<file path="config.mk">
export PLATFORM = sky130hd
export DESIGN_NAME = regfile_read_arbiter_flat
export DESIGN_NICKNAME = d
export VERILOG_FILES = /design/src/rtl/regfile_read_arbiter_if.sv /design/src/rtl/regfile_read_arbiter.sv /design/src/flat_wrapper.sv
export SDC_FILE = /design/constraint.sdc
export NUM_CORES = 1
export LEC_CHECK = 0
export CAP_MARGIN = 15
export CORE_ASPECT_RATIO = 0.6
export CORE_MARGIN = 5
export CORE_UTILIZATION = 40
export DETAILED_ROUTE_END_ITERATION = 10
export GPL_ROUTABILITY_DRIVEN = 0
export PLACE_DENSITY_LB_ADDON = 0.08
export SLEW_MARGIN = 25
export SYNTH_ARGS = -nofsm -noshare
export SYNTH_HDL_FRONTEND = slang
export SYNTH_SLANG_ARGS = --single-unit
</file>
<file path="constraint.sdc">
create_clock -name clk -period 3.7 [get_ports clk]
set_input_delay 0.74 -clock clk [delete_from_list [all_inputs] [get_ports clk]]
set_output_delay 0.74 -clock clk [all_outputs]
set_load 0.1 [all_outputs]
</file>
<file path="src/rtl/regfile_read_arbiter_if.sv">
// Requester / mux-bank side bundle of the shared register-file read port.
// The arbiter owns the slave view; the requesters plus mux bank own the master view.
interface regfile_read_arbiter_if #(
   parameter int NREQ  = 4,
   parameter int WIDTH = 32
);
   logic [NREQ-1:0]   req;
   logic [NREQ*5-1:0] req_addr;
   logic [NREQ-1:0]   gnt;
   logic [4:0]        mux_sel;
   logic [WIDTH-1:0]  mux_data;
   logic [NREQ-1:0]   rd_valid;
   logic [WIDTH-1:0]  rd_data;
   logic              busy;

   modport slave (
      input  req, req_addr, mux_data,
      output gnt, mux_sel, rd_valid, rd_data, busy
   );

   modport master (
      output req, req_addr, mux_data,
      input  gnt, mux_sel, rd_valid, rd_data, busy
   );
endinterface

</file>
<file path="src/rtl/regfile_read_arbiter.sv">
// Round-robin arbiter in front of a shared 32-entry register-file read port.
// Grant in cycle t -> registered mux select in t+1 -> tagged read data in t+2.
module regfile_read_arbiter #(
   parameter int NREQ     = 4,
   parameter int WIDTH    = 32,
   parameter int ZERO_REG = 1
) (
   input logic                   clk,
   input logic                   reset,
   regfile_read_arbiter_if.slave bus
);
   localparam int              PW      = (NREQ > 1) ? $clog2(NREQ) : 1;
   localparam logic [NREQ-1:0] ONE     = NREQ'(1);
   localparam bit              ZERO_EN = (ZERO_REG != 0);

   logic [PW-1:0]    rr_ptr_q, rr_ptr_d;
   logic [4:0]       mux_sel_q;
   logic             s1_valid_q;
   logic [PW-1:0]    s1_tag_q;
   logic             s1_zero_q;
   logic [NREQ-1:0]  rd_valid_q;
   logic [WIDTH-1:0] rd_data_q;

   logic [NREQ-1:0]  gnt_d;
   logic             grant_any;
   logic [PW-1:0]    win_idx;
   logic [4:0]       win_addr;

   // Round-robin search from rr_ptr upward with wrap; first requester found wins.
   always_comb begin
      // NOTE: every variable gets a default before any conditional write, so no latch is inferred.
      gnt_d     = '0;
      grant_any = 1'b0;
      win_idx   = '0;
      for (int k = 0; k < NREQ; k++) begin
         if (!grant_any && bus.req[(int'(rr_ptr_q) + k) % NREQ]) begin
            grant_any = 1'b1;
            win_idx   = PW'((int'(rr_ptr_q) + k) % NREQ);
         end
      end
      // Grants are suppressed while reset is held.
      if (!reset) begin
         grant_any = 1'b0;
      end
      if (grant_any) begin
         gnt_d[win_idx] = 1'b1;
      end
   end

   // Winner's address and the pointer value that follows it.
   always_comb begin
      win_addr = bus.req_addr[int'(win_idx)*5 +: 5];
      rr_ptr_d = (win_idx == PW'(NREQ - 1)) ? '0 : win_idx + PW'(1);
   end

   // Pointer, stage-1 select/tag and stage-2 read-data pipeline with synchronous reset.
   always_ff @(posedge clk) begin
      // NOTE: sequential state uses non-blocking assignments so every register samples pre-edge values.
      if (!reset) begin
         rr_ptr_q   <= '0;
         mux_sel_q  <= '0;
         s1_valid_q <= 1'b0;
         s1_tag_q   <= '0;
         s1_zero_q  <= 1'b0;
         rd_valid_q <= '0;
         rd_data_q  <= '0;
      end else begin
         if (grant_any) begin
            rr_ptr_q  <= rr_ptr_d;
            mux_sel_q <= win_addr;
            s1_tag_q  <= win_idx;
            s1_zero_q <= ZERO_EN && (win_addr == 5'd31);
         end
         s1_valid_q <= grant_any;
         rd_valid_q <= s1_valid_q ? (ONE << s1_tag_q) : '0;
         // Data holds between reads; the zero register never exposes the mux output.
         if (s1_valid_q) begin
            rd_data_q <= s1_zero_q ? '0 : bus.mux_data;
         end
      end
   end

   assign bus.gnt      = gnt_d;
   assign bus.mux_sel  = mux_sel_q;
   assign bus.rd_valid = rd_valid_q;
   assign bus.rd_data  = rd_data_q;
   assign bus.busy     = (|bus.req) | s1_valid_q | (|rd_valid_q);

endmodule
</file>
<file path="src/flat_wrapper.sv">
// flat-port wrapper written by rule: the top's interface ports become plain ports
module regfile_read_arbiter_flat 
#(
   parameter int NREQ     = 4,
   parameter int WIDTH    = 32,
   parameter int ZERO_REG = 1
)
  (clk, reset, bus_req, bus_req_addr, bus_mux_data, bus_gnt, bus_mux_sel, bus_rd_valid, bus_rd_data, bus_busy);
  regfile_read_arbiter_if #(.NREQ(NREQ), .WIDTH(WIDTH)) bus_i ();
  input logic clk;
  input logic reset;
  input wire logic [$bits(bus_i.req)-1:0] bus_req;
  input wire logic [$bits(bus_i.req_addr)-1:0] bus_req_addr;
  input wire logic [$bits(bus_i.mux_data)-1:0] bus_mux_data;
  output wire logic [$bits(bus_i.gnt)-1:0] bus_gnt;
  output wire logic [$bits(bus_i.mux_sel)-1:0] bus_mux_sel;
  output wire logic [$bits(bus_i.rd_valid)-1:0] bus_rd_valid;
  output wire logic [$bits(bus_i.rd_data)-1:0] bus_rd_data;
  output wire logic [$bits(bus_i.busy)-1:0] bus_busy;
  assign bus_i.req = bus_req;
  assign bus_i.req_addr = bus_req_addr;
  assign bus_i.mux_data = bus_mux_data;
  assign bus_gnt = bus_i.gnt;
  assign bus_mux_sel = bus_i.mux_sel;
  assign bus_rd_valid = bus_i.rd_valid;
  assign bus_rd_data = bus_i.rd_data;
  assign bus_busy = bus_i.busy;
  regfile_read_arbiter #(.NREQ(NREQ), .WIDTH(WIDTH), .ZERO_REG(ZERO_REG)) u_core (.clk(clk), .reset(reset), .bus(bus_i));
endmodule
</file>
==> reports/qor.csv <==
stage,metric,value,unit
finish,Seq. cell area,941,um^2
floorplan,Die X,104,um
clocking,total CTS buffers,5,
clocking,H-tree depth,2,
pwr,Sw Share,0.387,
sta,worst setup margin,0.372,ns
clocking,postcts setup bufs,0,
run_status,status,"finished, final reports clean",
pwr,cell-internal power,0.000878,W
placed_design,DP Area,3250,um^2
routing,Metal-1 WL,2830,um
finish,layout overhead on the synthesized area,56.9,%
floorplan,Die Footprint,6910,um^2
sta,RSZ-0062 raised after global routing,no,
pwr,clock share of power,0.202,
clocking,CTS Sinks,47,
critical_path,r2r setup slk,1.55,ns
floorplan,Die Span Y,66.4,um
sta,Final Hold Vio Count,0,
synthesis,syn_nets,297,
sta,endpoints failing setup,0,
sta,worst relative slew slack,0.329,
placed_design,DP Cell Count,393,
global_route,initial antenna violation count,0,
critical_path,reg2reg start,u_core.rr_ptr_q[1]$_SDFFE_PN0P_,
clocking,worst-skew pair later-pin latency,0.29,ns
routing,highest metal used,met4,
pwr,Leak Pwr,1.27,nW
placed_design,post-DP HPWL,4230,um
sta,Fin Clk Skew,0.00578,ns
synthesis,Gate Count Post-Synth,235,
run,Max Cap Viol,0,
floorplan,io pins,104,
sta,final period utilization,0.899,
critical_path,CP Launch Point,bus_req[0],
clocking,CTS root buf,clkbuf_8,
critical_path,crit path DAT,2.59,ns
routing,residual DRC count,0,
routing,WL per Instance,14.0,um
sta,Total Neg Setup Slack,0,ns
critical_path,crit path cell chain,clkdlybuf4s50_1 > mux2i_1 > nor2_1 > a311oi_2 > buf_4 > inv_1 > ha_1 > and3_1 > buf_12,
finish,antenna cells,0,
sta,worst slew pin tran,1.00,ns
sta,Pins Over Slew Limit,0,
synthesis,yosys warns,0,
floorplan,initial core utilization,0.416,
pwr,sequential share of power,0.399,
synthesis,register area share after synthesis,0.443,
min_path,min-delay src,u_core.bus.mux_sel[4]$_SDFFE_PN0P_,
routing,final WL,5630,um
routing,Via density,4.64,
routing,via count,1860,
routing,met2 WL,2340,um
finish,layout cell share with drive strength beyond 1,0.0716,
clocking,CTS Buffer Depth,2,
finish,final net count,396,
clocking,Post-CTS Resized,0,
pwr,combinational fraction of design power,0.399,
critical_path,CP max stage delay,0.53,ns
routing,met3 routed WL,438,um
min_path,Hold Crit Class,reg -> reg,
critical_path,CP startpoint kind,input pin,
critical_path,crit path max fanout,10,
global_route,pin count of the biggest net entering global routing,36,
synthesis,synthesis-stage register bit count,47,
routing,DRT iter0 DRCs,71,
critical_path,Crit Path Class,in -> out,
pwr,Switch Pwr,0.000555,W
finish,final core occ,0.652,
routing,Routed Antenna Nets,0,
synthesis,Post-Syn Area,2120,um^2
synthesis,distinct cell type count after synthesis,28,
global_route,GRT overflow,0,
placed_design,worst slack at placement,0.376,ns
floorplan,Core ar.,5100,um^2
global_route,first-pass GRT wire length,9440,um
placed_design,port bufs,103,
pwr,Power Density,430,nW/um^2
finish,cell area after layout,3330,um^2
clocking,"CTS clk-pin slew, worst paths",0.08,ns
pwr,Max VDD drop,0.231,mV
finish,Multi-input gate area,1090,um^2
routing,first-pass detailed-route iteration total,4,
floorplan,# rows,20,
global_route,All-Layer GR Usage,0.170,
synthesis,syn avg cell area,9.04,um^2
critical_path,Setup crit end kind,output pin,
sta,time the worst path needs with I/O delays and setup,3.33,ns
finish,Layout fillers,456,
critical_path,WP data required,2.96,ns
clocking,CTS tree,done,
finish,final cell count without fillers,401,
clocking,# hold bufs at CTS,0,
sta,fmax,0.301,GHz
global_route,vias in the first global route,1928,
critical_path,Worst path slowest cell,clkdlybuf4s50_1,
-- cells by family (layout without fill, tap and decap cells) --
group	after synthesis	after routing	share of synthesized area
fa+ha+maj	4	4	0.0236
compound gates	48	48	0.130
mux	16	16	0.0772
simple gates	100	100	0.279
buf+inv	20	120	0.0466
flops	47	47	0.443
-- placed cells by master, fill, tap and decap left out, types with 2 or more instances in the layout --
| master | synthesis | routed |
|---|---|---|
| buf_4 | 0 | 5 |
| buf_12 | 1 | 5 |
| nor3_1 | 2 | 2 |
| clkbuf_1 | 14 | 2 |
| nand3_1 | 3 | 3 |
| mux2i_1 | 13 | 13 |
| and2_1 | 4 | 4 |
| a21boi_0 | 3 | 3 |
| dfxtp_1 | 47 | 47 |
| nand2_1 | 10 | 10 |
| nor2_1 | 3 | 3 |
| a21oi_1 | 36 | 36 |
| clkdlybuf4s50_1 | 0 | 98 |
| o21ai_1 | 2 | 2 |
| and3_1 | 4 | 4 |
| clkbuf_8 | 0 | 5 |
| inv_1 | 4 | 4 |
| nor3b_1 | 2 | 2 |
| nor2b_1 | 67 | 66 |
| mux2_2 | 3 | 3 |
| ha_1 | 4 | 4 |
| o21ai_0 | 4 | 4 |
-- cell usage after synthesis --
| cell | count | area, um^2 |
|---|---|---|
| nor4_1 | 1 | 6.26 |
| mux2i_1 | 13 | 130 |
| buf_6 | 1 | 11.3 |
| a21boi_0 | 3 | 22.5 |
| buf_12 | 1 | 20.0 |
| nand2_1 | 10 | 37.5 |
| and4_1 | 1 | 8.76 |
| or4_1 | 1 | 7.51 |
| clkbuf_1 | 14 | 52.6 |
| or3_1 | 1 | 6.26 |
| ha_1 | 4 | 50.1 |
| nor3_1 | 2 | 10.0 |
| nor2_1 | 3 | 11.3 |
| o2bb2a_4 | 1 | 20.0 |
| a311oi_2 | 1 | 15.0 |
| o21ai_0 | 4 | 20.0 |
| nor2b_1 | 67 | 419 |
| a21oi_1 | 36 | 180 |
| and3_1 | 4 | 25.0 |
| dfxtp_1 | 47 | 941 |
| nor3b_1 | 2 | 15.0 |
| and2_1 | 4 | 25.0 |
| mux2_2 | 3 | 33.8 |
| o21ai_1 | 2 | 10.0 |
| inv_1 | 4 | 15.0 |
| nand2b_1 | 1 | 6.26 |
| nand3_1 | 3 | 15.0 |
| a21oi_2 | 1 | 8.76 |
-- registers in the layout (all words and copies together) (netlist names) --
name	flops
u_core.bus.rd_data	32
u_core.s1_tag_q	2
u_core.bus.rd_valid	4
u_core.s1_valid_q	1
u_core.s1_zero_q	1
u_core.rr_ptr_q	2
u_core.bus.mux_sel	5
-- through the flow --
step	power, W	hold slack (ns)
2_1_floorplan	0.000988	0.437
3_5_place_dp	0.00116	0.466
6_report	0.00143	0.468
5_1_grt	0.00151	0.500
4_1_cts	0.00145	0.477
3_3_place_gp	0.00115	0.459
-- worst max-delay path, delay by kind of cell --
kind,cells,cell delay (ns)
AO/OA/AOI/OAI,1,0.23
adder cells (fa/ha/maj),1,0.18
buffers and inverters,4,1.00
multiplexers,1,0.18
AND/OR/NAND/NOR,2,0.25
-- power by group through the flow --
stage	Combinational [W]	Sequential (W)	Clock (W)
floorplan	0.000188	0.000800	0
global placement	0.000570	0.000583	0
detailed placement	0.000575	0.000583	0
CTS	0.000576	0.000572	0.000299
global route	0.000606	0.000578	0.000321
finish	0.000572	0.000572	0.000289
-- routing by layer --
metal	up-vias	track usage
li1	975	-
met1	832	0.228
met2	51	0.255
met3	2	0.0712
met4	0	0.0339
met5	-	0
-- worst paths after layout --
kind,end,cells past startpoint
worst max register to register,u_core.s1_zero_q$_SDFFE_PN0P_,7
worst min register to register,u_core.bus.mux_sel[4]$_SDFFE_PN0P_,2
worst max-delay path,bus_gnt[2],9
worst min-delay path,u_core.bus.mux_sel[4]$_SDFFE_PN0P_,2
-- final cells by class --
class | count | share of cell area
repair buffers | 108 | 0.336
flip-flops and latches | 47 | 0.282
well taps | 66 | 0.0248
multi-input cells | 168 | 0.328
inverters | 4 | 0.00451
clock inverters | 1 | 0.00150
clock buffers | 7 | 0.0229
(Power assumes the default switching activity.)
